$ cat src/rtl/round_robin_pesado_tester_pkg.sv
// Purpose: shared widths and helpers for the weighted round-robin arbiter pair.
// Latency: n/a (package only).
// Backpressure: n/a (package only).
package round_robin_pesado_tester_pkg;

    localparam int unsigned DEF_QUEUE_QUANTITY = 4;
    localparam int unsigned DEF_DATA_BITS      = 8;
    localparam int unsigned DEF_MAX_WEIGHT     = 64;
    localparam int unsigned DEF_BUF_WIDTH      = 3;

    // Width of one per-queue weight slice.
    function automatic int unsigned weight_w(input int unsigned max_weight);
        return (max_weight > 1) ? $clog2(max_weight) : 1;
    endfunction

    // Width of a queue index; at least one bit so a single-queue build stays legal.
    function automatic int unsigned sel_w(input int unsigned queue_quantity);
        return (queue_quantity > 1) ? $clog2(queue_quantity) : 1;
    endfunction

    localparam int unsigned WEIGHT_W = weight_w(DEF_MAX_WEIGHT);
    localparam int unsigned SEL_W    = sel_w(DEF_QUEUE_QUANTITY);

endpackage

$ cat src/rtl/round_robin_pesado_tester_arb.sv
// Purpose: weighted round-robin arbiter; grants queue i for weight(i) consecutive cycles per turn.
// Latency: one cycle from inputs to registered selector/selector_enb.
// Backpressure: none; empty or zero-weight queues are skipped, enb=0 freezes the grant.
//
// Ports: clk/rst (async active-high), enb, pesos (N weights of W bits), buf_empty (N),
//        fifo_counter (occupancy, informational only), selector, selector_enb.
module round_robin_pesado
    import round_robin_pesado_tester_pkg::*;
#(
    parameter  int unsigned QUEUE_QUANTITY = DEF_QUEUE_QUANTITY,
    parameter  int unsigned DATA_BITS      = DEF_DATA_BITS,
    parameter  int unsigned MAX_WEIGHT     = DEF_MAX_WEIGHT,
    parameter  int unsigned BUF_WIDTH      = DEF_BUF_WIDTH,
    localparam int unsigned W              = weight_w(MAX_WEIGHT),
    localparam int unsigned SW             = sel_w(QUEUE_QUANTITY)
) (
    input  logic                                clk,
    input  logic                                rst,
    input  logic                                enb,
    input  logic [QUEUE_QUANTITY*W-1:0]         pesos,
    input  logic [QUEUE_QUANTITY-1:0]           buf_empty,
    input  logic [QUEUE_QUANTITY*BUF_WIDTH-1:0] fifo_counter,
    output logic [SW-1:0]                       selector,
    output logic                                selector_enb
);

    logic [SW-1:0]             sel_q, sel_d;
    logic [W-1:0]              cnt_q, cnt_d;
    logic                      vld_q, vld_d;

    logic [QUEUE_QUANTITY-1:0] eligible;
    logic [W-1:0]              sel_weight;
    logic                      sel_eligible;
    logic                      search_found;
    logic [SW-1:0]             search_sel;

    // Occupancy and data width are carried through the interface but never steer the grant.
    logic unused_ok;
    assign unused_ok = ^{fifo_counter, (DATA_BITS == 0)};

    // A queue competes only when it has data and a nonzero weight.
    always_comb begin
        eligible = '0;
        for (int unsigned i = 0; i < QUEUE_QUANTITY; i++) begin
            eligible[i] = !buf_empty[i] && (pesos[i*W +: W] != '0);
        end
    end

    // Weight and eligibility of the currently held queue, decoded by compare
    // so a non-power-of-two queue count never indexes past the bus.
    always_comb begin
        sel_weight   = '0;
        sel_eligible = 1'b0;
        for (int unsigned i = 0; i < QUEUE_QUANTITY; i++) begin
            if (SW'(i) == sel_q) begin
                sel_weight   = pesos[i*W +: W];
                sel_eligible = eligible[i];
            end
        end
    end

    // Cyclic search starting at sel+1; the held queue is visited last so a
    // lone eligible queue is re-granted with a fresh turn.
    always_comb begin
        int unsigned idx;
        search_found = 1'b0;
        search_sel   = sel_q;
        idx          = 0;
        for (int unsigned k = 1; k <= QUEUE_QUANTITY; k++) begin
            idx = (32'(sel_q) + k) % QUEUE_QUANTITY;
            if (!search_found && eligible[idx[SW-1:0]]) begin
                search_found = 1'b1;
                search_sel   = idx[SW-1:0];
            end
        end
    end

    always_comb begin
        sel_d = sel_q;
        cnt_d = cnt_q;
        vld_d = 1'b0;
        if (enb) begin
            if (sel_eligible && (cnt_q < sel_weight)) begin
                cnt_d = cnt_q + W'(1);
                vld_d = 1'b1;
            end else if (search_found) begin
                sel_d = search_sel;
                cnt_d = W'(1);
                vld_d = 1'b1;
            end else begin
                // Nothing to serve: hold the pointer, drop the turn count.
                cnt_d = '0;
            end
        end
    end

    always_ff @(posedge clk or posedge rst) begin
        if (rst) begin
            sel_q <= '0;
            cnt_q <= '0;
            vld_q <= 1'b0;
        end else begin
            sel_q <= sel_d;
            cnt_q <= cnt_d;
            vld_q <= vld_d;
        end
    end

    assign selector     = sel_q;
    assign selector_enb = vld_q;

endmodule

$ cat src/rtl/round_robin_pesado_tester.sv
// Purpose: wraps two identical weighted round-robin arbiters fed by the same inputs.
// Latency: one cycle, same for both arbiter outputs.
// Backpressure: none; grants follow queue emptiness, weights and enb.
//
// Ports: clk/rst (async active-high), enb, pesos, buf_empty, fifo_counter;
//        selector/selector_enb from the primary copy, sint_selector/sint_selector_enb
//        from the secondary copy, which must track the primary cycle for cycle.
module round_robin_pesado_tester
    import round_robin_pesado_tester_pkg::*;
#(
    parameter  int unsigned QUEUE_QUANTITY = DEF_QUEUE_QUANTITY,
    parameter  int unsigned DATA_BITS      = DEF_DATA_BITS,
    parameter  int unsigned MAX_WEIGHT     = DEF_MAX_WEIGHT,
    parameter  int unsigned BUF_WIDTH      = DEF_BUF_WIDTH,
    localparam int unsigned W              = weight_w(MAX_WEIGHT),
    localparam int unsigned SW             = sel_w(QUEUE_QUANTITY)
) (
    input  logic                                clk,
    input  logic                                rst,
    input  logic                                enb,
    input  logic [QUEUE_QUANTITY*W-1:0]         pesos,
    input  logic [QUEUE_QUANTITY-1:0]           buf_empty,
    input  logic [QUEUE_QUANTITY*BUF_WIDTH-1:0] fifo_counter,
    output logic [SW-1:0]                       selector,
    output logic                                selector_enb,
    output logic [SW-1:0]                       sint_selector,
    output logic                                sint_selector_enb
);

    round_robin_pesado #(
        .QUEUE_QUANTITY (QUEUE_QUANTITY),
        .DATA_BITS      (DATA_BITS),
        .MAX_WEIGHT     (MAX_WEIGHT),
        .BUF_WIDTH      (BUF_WIDTH)
    ) u_primary (
        .clk          (clk),
        .rst          (rst),
        .enb          (enb),
        .pesos        (pesos),
        .buf_empty    (buf_empty),
        .fifo_counter (fifo_counter),
        .selector     (selector),
        .selector_enb (selector_enb)
    );

    round_robin_pesado #(
        .QUEUE_QUANTITY (QUEUE_QUANTITY),
        .DATA_BITS      (DATA_BITS),
        .MAX_WEIGHT     (MAX_WEIGHT),
        .BUF_WIDTH      (BUF_WIDTH)
    ) u_secondary (
        .clk          (clk),
        .rst          (rst),
        .enb          (enb),
        .pesos        (pesos),
        .buf_empty    (buf_empty),
        .fifo_counter (fifo_counter),
        .selector     (sint_selector),
        .selector_enb (sint_selector_enb)
    );

endmodule

$ cat config.mk
export PLATFORM = sky130hd
export DESIGN_NAME = round_robin_pesado_tester
export DESIGN_NICKNAME = d
export VERILOG_FILES = /design/src/rtl/round_robin_pesado_tester_pkg.sv /design/src/rtl/round_robin_pesado_tester_arb.sv /design/src/rtl/round_robin_pesado_tester.sv
export SDC_FILE = /design/constraint.sdc
export NUM_CORES = 1
export LEC_CHECK = 0
export ABC_AREA = 1
export CAP_MARGIN = 20
export CORE_AREA = 10 10 91 93
export DETAILED_ROUTE_END_ITERATION = 10
export DIE_AREA = 0 0 101 103
export GPL_TIMING_DRIVEN = 1
export PLACE_DENSITY_LB_ADDON = 0.08
export SLEW_MARGIN = 40
export SYNTH_ARGS = -nofsm -noshare
export SYNTH_HDL_FRONTEND = slang
export SYNTH_SLANG_ARGS = --single-unit
$ cat constraint.sdc
create_clock -name clk -period 5.3 [get_ports clk]
set_input_delay 1.06 -clock clk [delete_from_list [all_inputs] [get_ports clk]]
set_output_delay 1.06 -clock clk [all_outputs]
set_load 0.01 [all_outputs]
==> flow_metrics.py <==
metrics = {
    "final_layout": {
        "instances_no_fill": 442,
        "antennaDiodeCount": 0,
        "fin_nets": 426,
        "syn2layout_area_growth_pct": 21.1,
        "drive_above_1_share": 0.135,
        "fillCellCount": 682,
    },
    "clock_tree": {
        "clkLatencyLatePin_ns": 0.26,
        "cts.sinks": 18,
        "cts_hold_buf": 0,
        "clkTransAtPathRegs_ns": 0.07,
        "cts_setup_buffers": 0,
        "cts-root-buf": "clkbuf_8",
        "cts_buffer_depth": 2,
        "cts_tree": "done",
        "ctsResizeCount": 0,
        "cts_max_level": 1,
        "cts_made_buffers": 3,
    },
    "synth": {
        "synth_top_cell_area_share": 0.202,
        "synth_nets": 392,
        "syn_area_per_cell_um2": 6.78,
        "ys_seq_area_frac": 0.202,
        "synth_cell_types": 32,
        "yosys_warnings": 0,
        "netlist_area_um2": 2230,
        "synth_edf_count": 0,
        "synth_common_cells": "73 x nand2_1, 37 x inv_1, 33 x nand3_1, 28 x a21oi_1, 25 x nor2_1",
        "synth_area_leaders": "dfrtp_1 20%, nand2_1 12%, ha_1 11%",
        "ys.flop_type": "dfrtp_1",
        "netlist_instances": 329,
        "ys_async_sr_fraction": 1.00,
        "synth_most_common_cell": "nand2_1",
        "yosys.area.top_type": "dfrtp_1",
        "ys_ff_latch": 18,
    },
    "die": {
        "start_util": 0.340,
        "die_h_um": 103,
        "core_um2": 6570,
        "row_count": 30,
        "ios": 49,
        "die-width_um": 101,
        "dieArea_um2": 10400,
    },
    "place": {
        "dp.cells": 438,
        "port_buffers": 36,
        "hpwl_mm": 5.31,
        "gp_congestion": 0.794,
    },
    "routing": {
        "drt-total-wl_mm": 6.41,
        "drt-initial-drc-count": 89,
        "viasPerCell": 4.99,
        "final_antenna_net_count": 0,
        "first_pass_iters": 4,
        "drc": 0,
        "wl_per_cell_um": 14.5,
        "num_vias": 2205,
    },
    "grt": {
        "antenna_found_initial": 0,
        "grt_pass1_vias": 2207,
        "grt_pass1_wl_mm": 11.2,
        "grt_max_degree": 19,
        "grt-ovfl-total": 0,
        "track_usage": 0.131,
    },
    "power": {
        "vdd_drop_max_v": 0.000257,
        "p_per_area_nw_per_um2": 549,
        "leakage_nw": 1.28,
    },
    "setup_path": {
        "cp-end-kind": "flip-flop",
        "critPathArrivalTime_ns": 3.29,
        "worstPathRequired_ns": 5.45,
        "worstPathCellList": "clkdlybuf4s50_1 -> inv_1 -> o21ai_0 -> a22oi_1 -> ha_1 -> a21oi_1 -> nor2_1 -> a211oi_1 -> nand3_1 -> nand2_1 -> inv_2 -> nand2_1 -> nand2_1",
        "crit_type": "in2reg",
        "crit_top_cell": "nand2_1",
        "r2r-end": "u_secondary.cnt_q[0]$_DFFE_PP0P_",
        "worst-path-max-fanout": 5,
        "r2r_slack_ns": 2.22,
        "cpPeakStageDelay_ns": 0.50,
        "rr_worst_depth": 14,
        "startpoint_type": "input port",
        "worstReg2RegStart": "u_secondary.selector[0]$_DFFE_PP0P_",
        "cpMaxStageDelayCell": "clkdlybuf4s50_1",
    },
    "sta": {
        "tightest_slew_ns": 0.682,
        "period_share": 0.594,
        "grt_setup_unrepaired": "false",
        "hold_viol": 0,
        "maxSlewViolCount": 0,
        "period_needed_ns": 3.15,
        "setup_tns_ns": 0,
        "fin_skew_ns": 0.00204,
        "maxSlewHeadroom": 0.542,
        "setup_viol": 0,
        "max_freq_mhz": 318,
    },
    "status": {
        "status": "completed",
    },
    "worst_hold_path": {
        "holdPathStages": 2,
        "min-delay-start": "u_secondary.cnt_q[1]$_DFFE_PP0P_",
        "hold_end": "u_secondary.cnt_q[1]$_DFFE_PP0P_",
        "min_path_type": "reg2reg",
    },
    "run": {
        "cap_violations": 0,
    },
}
-- critical path, delay by kind of cell --
family | cells | cell delay, ns
AO/OA/AOI/OAI | 4 | 0.73
buffers and inverters | 3 | 0.65
AND/OR/NAND/NOR | 5 | 0.52
adder cells (fa/ha/maj) | 1 | 0.33
-- cell usage in the layout, fill, tap and decap left out, drive strengths merged --
master,Yosys,routed
nor2,36,36
clkinv,0,1
nor3,3,3
a22oi,8,8
nand4,4,4
xnor2,2,2
clkbuf,3,4
o21ai,18,18
nor4,1,1
inv,43,42
a211oi,2,2
nand2,78,78
ha,20,20
xor2,6,6
clkdlybuf4s50,0,36
nand3,51,51
a21oi,29,29
dfrtp,18,18
o21bai,1,1
o22ai,2,2
-- report_power, final --
group	internal, mW	total, mW	switching (mW)
registers	0.178	0.243	0.0648
logic	0.423	1.13	0.704
clock network	0.0661	0.114	0.0476
total	0.668	1.48	0.817
-- per-layer routing --
metal	share of wire	GRT usage	vias up	routed length (um)
li1	-	-	1166	-
met1	0.47	0.168	986	3030
met3	0.046	0.0261	6	292
met4	0.012	0.0225	0	74
met2	0.47	0.223	47	3010
met5	0	0	-	0
-- cell families after synthesis --
logic type / Yosys count / share of synthesized area
xor gates and xnor gates: 8 / 0.0314
AOI/OAI and AO/OA: 60 / 0.153
and+or+nand+nor: 173 / 0.409
buffers and inverters: 50 / 0.0920
DFF: 18 / 0.202
adders and majority gates: 20 / 0.112
-- per-stage QoR --
step                hold slack, ns  setup WS [ns]  power [mW]  cell area [um^2]  utilization
global route                 0.618           1.93        1.68              2700        0.411
floorplan                    0.501           2.81        1.10              2230            -
global placement             0.547           1.84        1.37              2650        0.403
detailed placement           0.545           1.86        1.38              2650        0.403
CTS                          0.565           2.12        1.50              2700        0.411
finish                       0.559           2.15        1.48              2700        0.411
-- worst max path at each step --
stage | from | endpoint | cells past startpoint
floorplan | pesos[9] | u_secondary.cnt_q[0]$_DFFE_PP0P_ | 12
global placement | pesos[9] | u_secondary.cnt_q[0]$_DFFE_PP0P_ | 13
detailed placement | pesos[3] | u_secondary.cnt_q[0]$_DFFE_PP0P_ | 13
CTS | pesos[3] | u_secondary.cnt_q[0]$_DFFE_PP0P_ | 13
global route | u_secondary.selector[1]$_DFFE_PP0P_ | u_secondary.cnt_q[0]$_DFFE_PP0P_ | 15
finish | pesos[3] | u_secondary.cnt_q[0]$_DFFE_PP0P_ | 13
-- sequential cells by signal, indices dropped and copies added (netlist names) --
signal                    cells
u_primary.selector            2
u_primary.selector_enb        1
u_secondary.selector          2
u_secondary.cnt_q             6
u_primary.cnt_q               6
u_secondary.selector_enb      1
-- final cells by class --
type	count	area, um^2	share of cell area
Clock buffer	4	55.1	0.0204
Tap cell	80	100	0.0370
Sequential cell	18	450	0.167
Timing Repair Buffer	36	360	0.133
Inverter	43	161	0.0597
Multi-Input combinational cell	261	1580	0.583
Note: power is estimated with default switching activity, not from simulation.
